`src/rtl/bin_to_bcd_seq.sv`:
```
// Sequential binary-to-BCD converter (shift-and-add-3, one bit per clock)
// producing four packed BCD digits and a leading-zero blank mask.
//
// state   | meaning
// IDLE    | waiting for start; captures bin_in on acceptance
// CONVERT | one adjust-and-shift step per cycle, busy=1
// FINISH  | done=1 for one cycle with fresh bcd_out/blank_mask
module bin_to_bcd_seq #(
  parameter int IN_WIDTH = 8
) (
  input  logic                Clk_signal,
  input  logic                Reset,
  input  logic                start,
  input  logic [IN_WIDTH-1:0] bin_in,
  output logic                busy,
  output logic                done,
  output logic [15:0]         bcd_out,
  output logic [3:0]          blank_mask
);

  localparam int CW = $clog2(IN_WIDTH + 1);

  typedef enum logic [1:0] {IDLE, CONVERT, FINISH} state_t;

  state_t               state, state_nxt;
  logic [IN_WIDTH-1:0]  shift_reg;
  logic [15:0]          scratch;
  logic [CW-1:0]        cnt;
  logic [15:0]          adj;
  logic [15+IN_WIDTH:0] shifted;
  logic [15:0]          scratch_nxt;
  logic [IN_WIDTH-1:0]  shift_nxt;
  logic                 last_step;

  function automatic logic [3:0] mask_of(input logic [15:0] d);
    logic [3:0] m;
    m[3] = (d[15:12] == 4'd0);
    m[2] = m[3] & (d[11:8] == 4'd0);
    m[1] = m[2] & (d[7:4] == 4'd0);
    m[0] = 1'b0;
    return m;
  endfunction

  // Per-digit add-3 correction, no carry between digits
  always_comb begin
    adj = scratch;
    for (int i = 0; i < 4; i++) begin
      if (scratch[4*i +: 4] >= 4'd5)
        adj[4*i +: 4] = scratch[4*i +: 4] + 4'd3;
    end
    shifted     = {adj, shift_reg} << 1;
    scratch_nxt = shifted[15+IN_WIDTH:IN_WIDTH];
    shift_nxt   = shifted[IN_WIDTH-1:0];
    last_step   = (cnt == CW'(1));
  end

  always_ff @(posedge Clk_signal) begin
    if (Reset) state <= IDLE;
    else       state <= state_nxt;
  end

  always_comb begin
    state_nxt = state;
    case (state)
      IDLE:    if (start) state_nxt = CONVERT;
      CONVERT: if (last_step) state_nxt = FINISH;
      FINISH:  state_nxt = IDLE;
      default: state_nxt = IDLE;
    endcase
  end

  always_comb begin
    busy = (state == CONVERT);
    done = (state == FINISH);
  end

  always_ff @(posedge Clk_signal) begin
    if (Reset) begin
      shift_reg  <= '0;
      scratch    <= '0;
      cnt        <= '0;
      bcd_out    <= 16'h0000;
      blank_mask <= 4'b1110;
    end else begin
      case (state)
        IDLE: begin
          if (start) begin
            shift_reg <= bin_in;
            scratch   <= '0;
            cnt       <= CW'(IN_WIDTH);
          end
        end
        CONVERT: begin
          scratch   <= scratch_nxt;
          shift_reg <= shift_nxt;
          cnt       <= cnt - CW'(1);
          if (last_step) begin
            bcd_out    <= scratch_nxt;
            blank_mask <= mask_of(scratch_nxt);
          end
        end
        default: ;
      endcase
    end
  end

endmodule

```
`config.mk`:
```
export PLATFORM = sky130hd
export DESIGN_NAME = bin_to_bcd_seq
export DESIGN_NICKNAME = d
export VERILOG_FILES = /design/src/rtl/bin_to_bcd_seq.sv
export SDC_FILE = /design/constraint.sdc
export NUM_CORES = 1
export LEC_CHECK = 0
export BUFFER_PORTS_ARGS = -buffer_cell sky130_fd_sc_hd__buf_4
export CAP_MARGIN = 20
export CORE_MARGIN = 2
export CORE_UTILIZATION = 50
export DETAILED_ROUTE_END_ITERATION = 6
export PLACE_DENSITY = 0.71
export SKIP_LAST_GASP = 1
export SLEW_MARGIN = 20
export SYNTH_ARGS = -nofsm -noshare
export SYNTH_HDL_FRONTEND = slang
export SYNTH_SLANG_ARGS = --single-unit
```
`constraint.sdc`:
```
create_clock -name Clk_signal -period 2.5 [get_ports Clk_signal]
set_input_delay 0.5 -clock Clk_signal [delete_from_list [all_inputs] [get_ports Clk_signal]]
set_output_delay 0.5 -clock Clk_signal [all_outputs]
set_load 0.02 [all_outputs]
```
==> results of run 1 <==
-- stage by stage --
| stage | hold slack, ps | instances | area [µm²] |
|---|---|---|---|
| finish | 453 | 361 | 2670 |
| global route | 472 | 361 | 2670 |
| CTS | 452 | 361 | 2660 |
| detailed placement | 448 | 353 | 2580 |
| global placement | 444 | 353 | 2580 |
| floorplan | 437 | 281 | 2310 |
-- tightest hold or removal path, stage by stage --
cell and delay [ps]:
buf_4 80, a32oi_1 70, nor2_1 80
-- cell usage in the layout, fill, tap and decap left out, types with 7 or more instances in the layout --
master,synthesis,layout
buf_4,1,36
ha_1,10,10
o21ai_0,15,15
nand2_1,34,34
inv_1,13,13
nand2b_1,7,7
nor3_1,11,11
a22o_1,9,9
dfxtp_1,49,49
nor2_1,38,37
a211oi_1,8,8
a21oi_1,24,24
-- cell families after synthesis --
| family | count (synthesis) | share of synthesized area [%] |
|---|---|---|
| compound gates | 68 | 19.8 |
| xor+xnor | 4 | 1.51 |
| fa+ha+maj | 10 | 5.41 |
| buf+inv | 29 | 5.08 |
| flops | 49 | 42.4 |
| mux | 5 | 2.22 |
| other cells | 1 | 0.162 |
| simple gates | 115 | 23.4 |
-- metal layers --
layer	routed length (µm)	global-route usage, %	up-vias
li1	-	-	1016
met1	2310	27.6	926
met2	2230	31.7	31
met3	152	4.31	7
met4	85	9.01	0
met5	0	0	-
-- worst max path at each step --
stage	start	end	slack, ps	cells past startpoint
final	cnt[0]	blank_mask[1]	470	7
after CTS	state[1]	scratch[3]	400	4
after detailed placement	start	scratch[7]	330	6
after global placement	start	scratch[3]	430	6
after global routing	cnt[0]	blank_mask[1]	260	7
after floorplan	scratch[4]	blank_mask[2]	710	7
-- power breakdown --
part / internal [mW] / total, mW / switching, mW
sequential: 0.809 / 0.833 / 0.0240
clock: 0.198 / 0.460 / 0.262
combinational: 0.0737 / 0.172 / 0.0983
total: 1.08 / 1.47 / 0.384
-- layout make-up --
type / count / area [µm²]
fillers: 421 / 1750
multi-input cells: 203 / 1220
flip-flops and latches: 49 / 981
repair buffers: 36 / 270
clock buffers: 7 / 76.3
well taps: 52 / 65.1
inverters: 13 / 48.8
clock inverters: 1 / 7.51
==> results.sh, run 1 <==
export IMPL_status="finished, final reports clean"
export IMPL_firstDrtPassIters=4
export IMPL_dp_hpwl_mm=3.27
export IMPL_finalHoldViolations=0
export IMPL_leakage_nw=1.08
export IMPL_die_area_um2=5190
export IMPL_nets=329
export IMPL_crit_type="flip-flop to flip-flop"
export IMPL_post_cts_buffers=0
export IMPL_gp_congestion=0.791
export IMPL_fin_ws_ps=470
export IMPL_initial_utilization_pct=52.4
export IMPL_clockBufferDepth=2
export IMPL_io_buffers=31
export IMPL_cts_made_buffers=5
export IMPL_drive_gt1_share_pct=16.8
export IMPL_grt_overflow_total=0
export IMPL_finalSetupTns_ps=0
export IMPL_routedWlPerCell_um=13.2
export IMPL_cp_num_buf_inv=1
export IMPL_wl_mm=4.77
export IMPL_antenna_found_initial=0
export IMPL_endpoint_kind="flip-flop"
export IMPL_grt_max_degree=36
export IMPL_relSlewSlack_pct=52.2
export IMPL_rsz0062_at_grt="no"
export IMPL_yosysTopAreaCellShare_pct=42.4
export IMPL_fmax_mhz=493
export IMPL_period_minus_slack_ps=2030
export IMPL_synth_area_top_cells="dfxtp_1 42%, nor2_1 6.2%, nand2_1 5.5%"
export IMPL_crit_slowest_cell="dfxtp_1"
export IMPL_via_per_inst=5.48
export IMPL_num_rows=24
export IMPL_max_cap_viol_count=0
export IMPL_cts_tree="yes"
export IMPL_clock_skew_ps=7.79
export IMPL_setup_viol=0
export IMPL_synth_nets=302
export IMPL_min_period_over_period_pct=81.2
export IMPL_die_y_um=72.0
export IMPL_diodes=0
export IMPL_syn_area_um2=2310
export IMPL_path_cells="ha_1, nor3b_1, and2_1, buf_4, nand2_1, a2111oi_4, a221o_1"
export IMPL_post_cts_resized=0
export IMPL_timing_rr_end="blank_mask[1]"
export IMPL_synth_ff_type="dfxtp_1"
export IMPL_grt_usage_pct=20.4
export IMPL_critical_path_arrival_ps=2290
export IMPL_antenna_left=0
export IMPL_fp_coreArea_um2=4410
export IMPL_worstHoldEndpoint="shift_reg[0]"
export IMPL_irDropWorstVdd_uv=424
export IMPL_slowest_delay_ps=410
export IMPL_clk_latency_ps=310
export IMPL_htreeDepth=2
export IMPL_cp_start_kind="flip-flop"
export IMPL_ys_top_cells_by_count="49 x dfxtp_1, 38 x nor2_1, 34 x nand2_1"
export IMPL_area_growth_pct=15.3
export IMPL_synth_area_leader_cell="dfxtp_1"
export IMPL_ff2ff_setup_slack_ps=470
export IMPL_synth_cell_types=39
export IMPL_cts_root_buf="clkbuf_8"
export IMPL_p_per_area_nw_per_um2=550
export IMPL_worst_pin_slew_ps=716
export IMPL_pre_cts_ws_ps=326
export IMPL_rr_worst_depth=7
export IMPL_cts_sinks=49
export IMPL_hold_path_class="primary input to flip-flop"
export IMPL_critPathMaxFanout=10
export IMPL_grt_pass1_vias=1840
export IMPL_synth_most_common_cell="dfxtp_1"
export IMPL_yosysWarningCount=0
export IMPL_avgSynthCellArea_um2=8.23
export IMPL_synth_edf_count=0
export IMPL_async_reset_ff_share_pct=0
export IMPL_syn_inst=281
export IMPL_drc=0
export IMPL_holdPathStages=3
export IMPL_power_mw=1.47
export IMPL_first_iter_violations=134
export IMPL_seq_area_frac_synth_pct=42.4
export IMPL_via_count=1980
export IMPL_min_delay_start="bin_in[0]"
export IMPL_cp_top_family="simple AND/OR/NAND/NOR gates"
export IMPL_timing_rr_start="cnt[0]"
export IMPL_ioPinCount=33
export IMPL_utilization_pct=60.4
export IMPL_ys_seq_elements=49
export IMPL_finalMaxSlewViolations=0
export IMPL_cts_hold_buf=0
export IMPL_grt_pass1_wl_mm=8.40
export IMPL_die_x_um=72.0
export IMPL_worstPathRequired_ps=2760
export IMPL_clkTransAtPathRegs_ps=90
(Power assumes the default switching activity.)
==> inputs of run 2 (changes only) <==
- PLACE_DENSITY: 0.71 -> 0.74
- clock period: 2.5 -> 1.8 ns (I/O delays scaled with it)
==> run 2 against run 1 <==
The flow now finishes with violations (setup timing). Die area stayed put. Highest routed layer unchanged. Combinational power is 55% higher. Register-to-register slack worse by 580 ps. Non-clock buffer count is 24 higher. Critical path depth stayed put. Routed wire length is 7.2% higher.
==> results.sh, run 2 (synthesis results as in run 1) <==
export IMPL_grt_max_degree=21
export IMPL_fmax_mhz=522
export IMPL_drive_gt1_share_pct=28.5
export IMPL_clk_latency_ps=300
export IMPL_drc=0
export IMPL_via_per_inst=5.37
export IMPL_first_iter_violations=154
export IMPL_cp_start_kind="flip-flop"
export IMPL_fin_cells=385
export IMPL_gp_congestion=0.805
export IMPL_fin_ws_ps=-115
export IMPL_routedWlPerCell_um=13.3
export IMPL_period_minus_slack_ps=1910
export IMPL_clockBufferDepth=2
export IMPL_antenna_left=0
export IMPL_area_growth_pct=27.6
export IMPL_p_per_area_nw_per_um2=755
export IMPL_cts_root_buf="clkbuf_8"
export IMPL_ff2ff_setup_slack_ps=-110
export IMPL_initial_utilization_pct=52.4
export IMPL_ioPinCount=33
export IMPL_leakage_nw=1.22
export IMPL_endpoint_kind="flip-flop"
export IMPL_io_buffers=31
export IMPL_finalMaxSlewViolations=0
export IMPL_max_cap_viol_count=0
export IMPL_crit_type="flip-flop to flip-flop"
export IMPL_crit_path_start="scratch[13]"
export IMPL_setup_viol=2
export IMPL_violations="setup timing"
export IMPL_status="finished, violations left"
export IMPL_path_cells="inv_4, ha_4, nand2b_4, a21o_1, or3_4, a2111oi_4, a221o_1"
export IMPL_grt_pass1_vias=1894
export IMPL_timing_rr_start="scratch[13]"
export IMPL_grt_pass1_wl_mm=8.56
export IMPL_die_area_um2=5190
export IMPL_dp_hpwl_mm=3.58
export IMPL_final_common_cell="buf_4"
export IMPL_multiInputGateArea_um2=1280
export IMPL_hold_path_class="primary input to flip-flop"
export IMPL_final_cell_mix="60 x buf_4, 44 x dfxtp_1, 36 x nor2_1, 33 x nand2_1, 23 x a21oi_1"
export IMPL_crit_slowest_cell="a2111oi_4"
export IMPL_cts_tree="yes"
export IMPL_rr_worst_depth=7
export IMPL_nets=353
export IMPL_worst_pin_slew_ps=707
export IMPL_relSlewSlack_pct=52.8
export IMPL_cts_sinks=49
export IMPL_critical_path_arrival_ps=2160
export IMPL_htreeDepth=2
export IMPL_regArea_um2=990
export IMPL_firstDrtPassIters=4
export IMPL_irDropWorstVdd_uv=482
export IMPL_fp_coreArea_um2=4410
export IMPL_diodes=0
export IMPL_timing_rr_end="blank_mask[1]"
export IMPL_clkTransAtPathRegs_ps=90
export IMPL_cts_hold_buf=0
export IMPL_endpoint="blank_mask[1]"
export IMPL_rsz0062_at_grt="yes"
export IMPL_place_inst=373
export IMPL_grt_usage_pct=20.6
export IMPL_die_x_um=72.0
export IMPL_wl_mm=5.12
export IMPL_finalHoldViolations=0
export IMPL_antenna_found_initial=0
export IMPL_num_rows=24
export IMPL_critPathMaxFanout=3
export IMPL_slowest_delay_ps=400
export IMPL_clock_skew_ps=11.1
export IMPL_grt_overflow_total=0
export IMPL_cts_made_buffers=5
export IMPL_worstPathRequired_ps=2040
export IMPL_fill_cells=370
export IMPL_via_count=2069
export IMPL_min_period_over_period_pct=106
export IMPL_die_y_um=72.0
export IMPL_utilization_pct=66.9
-- run 2: layout make-up --
type                    instances  area share (%)
inverters                      13            1.82
multi-input cells             203            43.3
repair buffers                 60            15.3
flip-flops and latches         49            33.5
well taps                      52            2.20
clock inverters                 1            1.02
clock buffers                   7            2.92
-- run 2: critical path: cells and delay by family, from the launching register on --
family / cells / cell delay (ps)
simple gates: 2 / 510
buf+inv: 1 / 60
compound gates: 3 / 770
flops: 1 / 370
fa+ha+maj: 1 / 150
-- run 2: how the worst min path moves through the flow --
stage | slack, ps | startpoint | cells past startpoint | end
6_report | 350 | bin_in[0] | 3 | shift_reg[0]
4_1_cts | 360 | bin_in[0] | 3 | shift_reg[0]
2_1_floorplan | 440 | shift_reg[3] | 2 | shift_reg[3]
5_1_grt | 380 | bin_in[0] | 3 | shift_reg[0]
3_3_place_gp | 440 | bcd_out[14] | 2 | bcd_out[14]
3_5_place_dp | 450 | bcd_out[2] | 2 | bcd_out[2]
-- run 2: repair_timing --
action | CTS | global route
gates resized for setup | 7 | 19
buffers inserted | 0 | 4
pin swaps | 3 | 6
endpoints found under the setup margin | 3 | 14
-- run 2: per-stage QoR --
step / power (mW) / setup slack (ps) / hold WS (ps) / setup TNS [ps] / instance area [µm²]
6_report: 2.23 / -115 / 350 / -171 / 2950
5_1_grt: 2.33 / -166 / 377 / -643 / 2950
4_1_cts: 2.24 / -42.9 / 357 / -42.9 / 2860
3_5_place_dp: 1.44 / -136 / 448 / -980 / 2730
3_3_place_gp: 1.43 / -110 / 443 / -675 / 2730
2_1_floorplan: 1.35 / 11.0 / 437 / 0 / 2310
-- run 2: routing by layer --
| metal | up-vias | share of wire [%] | GRT usage (%) |
|---|---|---|---|
| met4 | 0 | 0.94 | 5.03 |
| li1 | 1068 | - | - |
| met5 | - | 0 | 0 |
| met2 | 47 | 47 | 33.8 |
| met3 | 4 | 4.8 | 4.17 |
| met1 | 950 | 48 | 28.1 |
-- run 2: where the power goes --
part           total (mW)  internal (mW)  switching (mW)
Clock               0.814          0.453           0.361
Combinational       0.266          0.116           0.151
Sequential           1.15           1.12          0.0247
